File: src/rtl/shift_row.sv
// AES-128 ShiftRows stage with a one-cycle output register.
// Optional InvShiftRows selection is built when SHIFT_ROW_INV_EN is defined.
module shift_row (
  input  logic         clk,
  input  logic         rst_n,
  input  logic [127:0] in,
  input  logic         in_valid,
  input  logic         inv,
  output logic [127:0] out,
  output logic         out_valid
);

  // Byte k sits at in[127-8k -: 8]; state is column-major, s[r][c] = byte 4c+r.
  function automatic logic [127:0] perm_fwd(input logic [127:0] s);
    logic [127:0] r;
    r = '0;
    for (int c = 0; c < 4; c++) begin
      for (int rw = 0; rw < 4; rw++) begin
        r[127-8*(4*c+rw) -: 8] = s[127-8*(4*((c+rw)%4)+rw) -: 8];
      end
    end
    return r;
  endfunction

`ifdef SHIFT_ROW_INV_EN
  function automatic logic [127:0] perm_inv(input logic [127:0] s);
    logic [127:0] r;
    r = '0;
    for (int c = 0; c < 4; c++) begin
      for (int rw = 0; rw < 4; rw++) begin
        r[127-8*(4*c+rw) -: 8] = s[127-8*(4*((c-rw+4)%4)+rw) -: 8];
      end
    end
    return r;
  endfunction
`endif

  logic [127:0] shifted;

`ifdef SHIFT_ROW_INV_EN
  always_comb begin
    shifted = inv ? perm_inv(in) : perm_fwd(in);
  end
`else
  // Port kept for interface stability; only the forward permutation exists.
  logic unused_inv;
  assign unused_inv = inv;

  always_comb begin
    shifted = perm_fwd(in);
  end
`endif

  // Valid/ready: no ready; out_valid pulses for exactly one cycle per accepted
  // in_valid, and out holds its last value whenever no new state is captured.
  always_ff @(posedge clk) begin
    if (!rst_n) begin
      out       <= '0;
      out_valid <= 1'b0;
    end else begin
      out_valid <= in_valid;
      if (in_valid) begin
        out <= shifted;
      end
    end
  end

endmodule

File: config.mk
export PLATFORM = sky130hd
export DESIGN_NAME = shift_row
export DESIGN_NICKNAME = d
export VERILOG_FILES = /design/src/rtl/shift_row.sv
export SDC_FILE = /design/constraint.sdc
export NUM_CORES = 1
export LEC_CHECK = 0
export BUFFER_PORTS_ARGS = -buffer_cell sky130_fd_sc_hd__buf_2
export CORE_ASPECT_RATIO = 0.7
export CORE_MARGIN = 2
export CORE_UTILIZATION = 45
export CTS_CLUSTER_SIZE = 24
export DETAILED_ROUTE_END_ITERATION = 8
export PLACE_DENSITY = 0.78
export SYNTH_ARGS = -nofsm -noshare
export SYNTH_HDL_FRONTEND = slang
export SYNTH_SLANG_ARGS = --single-unit
File: constraint.sdc
create_clock -name clk -period 1.34 [get_ports clk]
set_input_delay 0.268 -clock clk [delete_from_list [all_inputs] [get_ports clk]]
set_output_delay 0.268 -clock clk [all_outputs]
set_load 0.02 [all_outputs]
==> results.cfg <==
[sta]
tightest_slew_ns = 0.4310
hold_viol_final = 0
finalClockSkew_ns = 0
max_freq_ghz = 0.8396
setup_tns_ns = 0
setup_viol_count_final = 0
fin_crit_sh_pct = 88.89
worst_slack_ns = 0.1489
maxSlewHeadroom_pct = 71.27
slew_violations = 0
rsz0062_at_grt = false
min_period_ns = 1.191

[synthesis]
synth_fp_nets = 547
ys_warn_count = 0
synth_edf_count = 0
syn_inst = 415
yosysTopAreaCell = dfxtp_1
synth_top_area_share_pct = 51.79
avgSynthCellArea_sq_um = 12.01
async_flop_share_pct = 0
ys_seq_elements = 129
yosysUniqueCellTypes = 10
yosys-top-cells-count = dfxtp_1 (129), mux2i_1 (128), nor2b_1 (128)
seq_area_frac_synth_pct = 51.79
post-synth-top-count-cell = dfxtp_1
syn-cell-area_sq_um = 4986
synth_top_flop_cell = dfxtp_1
ys_top_cells_by_area = dfxtp_1 (52%), mux2i_1 (26%), nor2b_1 (16%)

[clocking]
h-tree-depth = 4
clk_pin_slew_ns = 0.06
cts_sinks = 129
root_buffer = clkbuf_16
cts-buffers-inserted = 17
cts_tree = done
cts_resized = 0
cts_setup_buffers = 0
clk_path_buf_depth = 2
clk-insertion-delay-late_ns = 0.40
hold_buffers = 0

[die]
row_count = 32
die_w_um = 129.8
initial_core_util_pct = 45.78
die_area_sq_um = 11950
coreArea_sq_um = 10890
fp.dieH_um = 92.07
num_io_pins = 261

[worst_setup_path]
crit_chain = buf_2
end_kind = output port
cpMaxStageDelayCell = dfxtp_1
start_kind = flip-flop
crit_type = reg2out
cpLargestDelayFamily = flip-flops
crit_buf_inv = 1
cp_slowest_stage_delay_ns = 0.34
crit_required_ns = 1.07
cp_max_fo = 2
crit_arrival_ns = 0.92

[worst_hold_path]
hold_path_class = in2reg

[grt]
grt_pass1_wl_um = 17370
grt_max_degree = 130
grt_overflow = 0
antenna_found_initial = 0
grt_pass1_vias = 3594
grt_usage_pct = 18.64

[routing]
routed_wirelength_um = 11450
avgViaCountPerCell = 4.439
ant_nets = 0
wl_per_cell_um = 13.65
drt_iter0_drc = 119
dr.pass1.iters = 4
drc = 0
vias = 3724

[layout]
final_layout_size_suffix_gt1_share_pct = 43.44
finalInstanceArea_sq_um = 6843
antenna_cells = 0
area_delta_synth_final_pct = 37.24
layout.nets = 805
fill_cells = 903

[job]
maxCapViolCount = 0

[placement]
gp_congestion = 0.7558
place_area_sq_um = 6270
post-place-ws_ns = 0.1030
dp_hpwl_um = 8242
port_buffers = 259

[outcome]
status = finished, final reports clean

[pwr]
peakVddDrop_mv = 0.8062
power_density_nw_per_um2 = 1447
p_leak_nw = 3.545
-- flip-flops by register name (all words and copies together) (netlist names) --
signal / cells
out: 128
out_valid: 1
-- final cells by class --
class                           count  area, sq um  area share (%)
Multi-Input combinational cell    257         2088           30.52
Clock buffer                       21        460.4           6.729
Sequential cell                   129         2582           37.74
Clock inverter                     11        112.6           1.646
Timing Repair Buffer              268         1408           20.57
Tap cell                          153        191.4           2.798
-- power breakdown --
group / switching, mW / internal, mW / leakage, nW
sequential: 0.111 / 4.07 / 1.07
clock: 1.61 / 2.81 / 0.278
combinational: 0.701 / 0.593 / 2.20
total: 2.42 / 7.48 / 3.55
-- worst reg2reg max path: stages (launching register included) --
cell and delay [ns]:
dfxtp_1 0.32, mux2i_1 0.17, nor2b_1 0.07
-- path summary, 6_finish.rpt --
check           start  endpoint  slack [ns]  cells past startpoint
min            in[20]   out[52]        0.12                      3
max          out[126]  out[126]        0.15                      1
max reg2reg  out[109]  out[109]        0.68                      2
min reg2reg   out[89]   out[89]        0.51                      2
-- cells by family after synthesis --
kind of cell	after synthesis	synth area share, %
flops	129	51.79
mux	128	25.70
simple gates	129	16.19
buf+inv	29	6.323
-- placed cells by master (no fill, tap or decap), drive strengths merged --
cell / count
and2: 1
buf: 268
bufinv: 2
clkbuf: 21
clkinv: 6
clkinvlp: 3
dfxtp: 129
mux2i: 128
nor2b: 128
-- layer usage --
layer	vias up	track usage [%]	part of all wire, %
met1	1668	21.11	42
li1	1884	-	-
met2	156	30.89	47
met4	0	7.975	1.7
met5	-	0	0
met3	16	7.643	9.5
-- through the flow --
stage	util, %	hold slack, ns	power (mW)	instances
global placement	57.57	0.4910	5.522	807
global route	62.83	0.1162	10.27	839
detailed placement	57.57	0.4976	5.565	807
CTS	62.83	0.1051	9.992	839
floorplan	-	0.4375	5.108	415
finish	62.83	0.1237	9.899	839
Note: power is estimated with default switching activity, not from simulation.
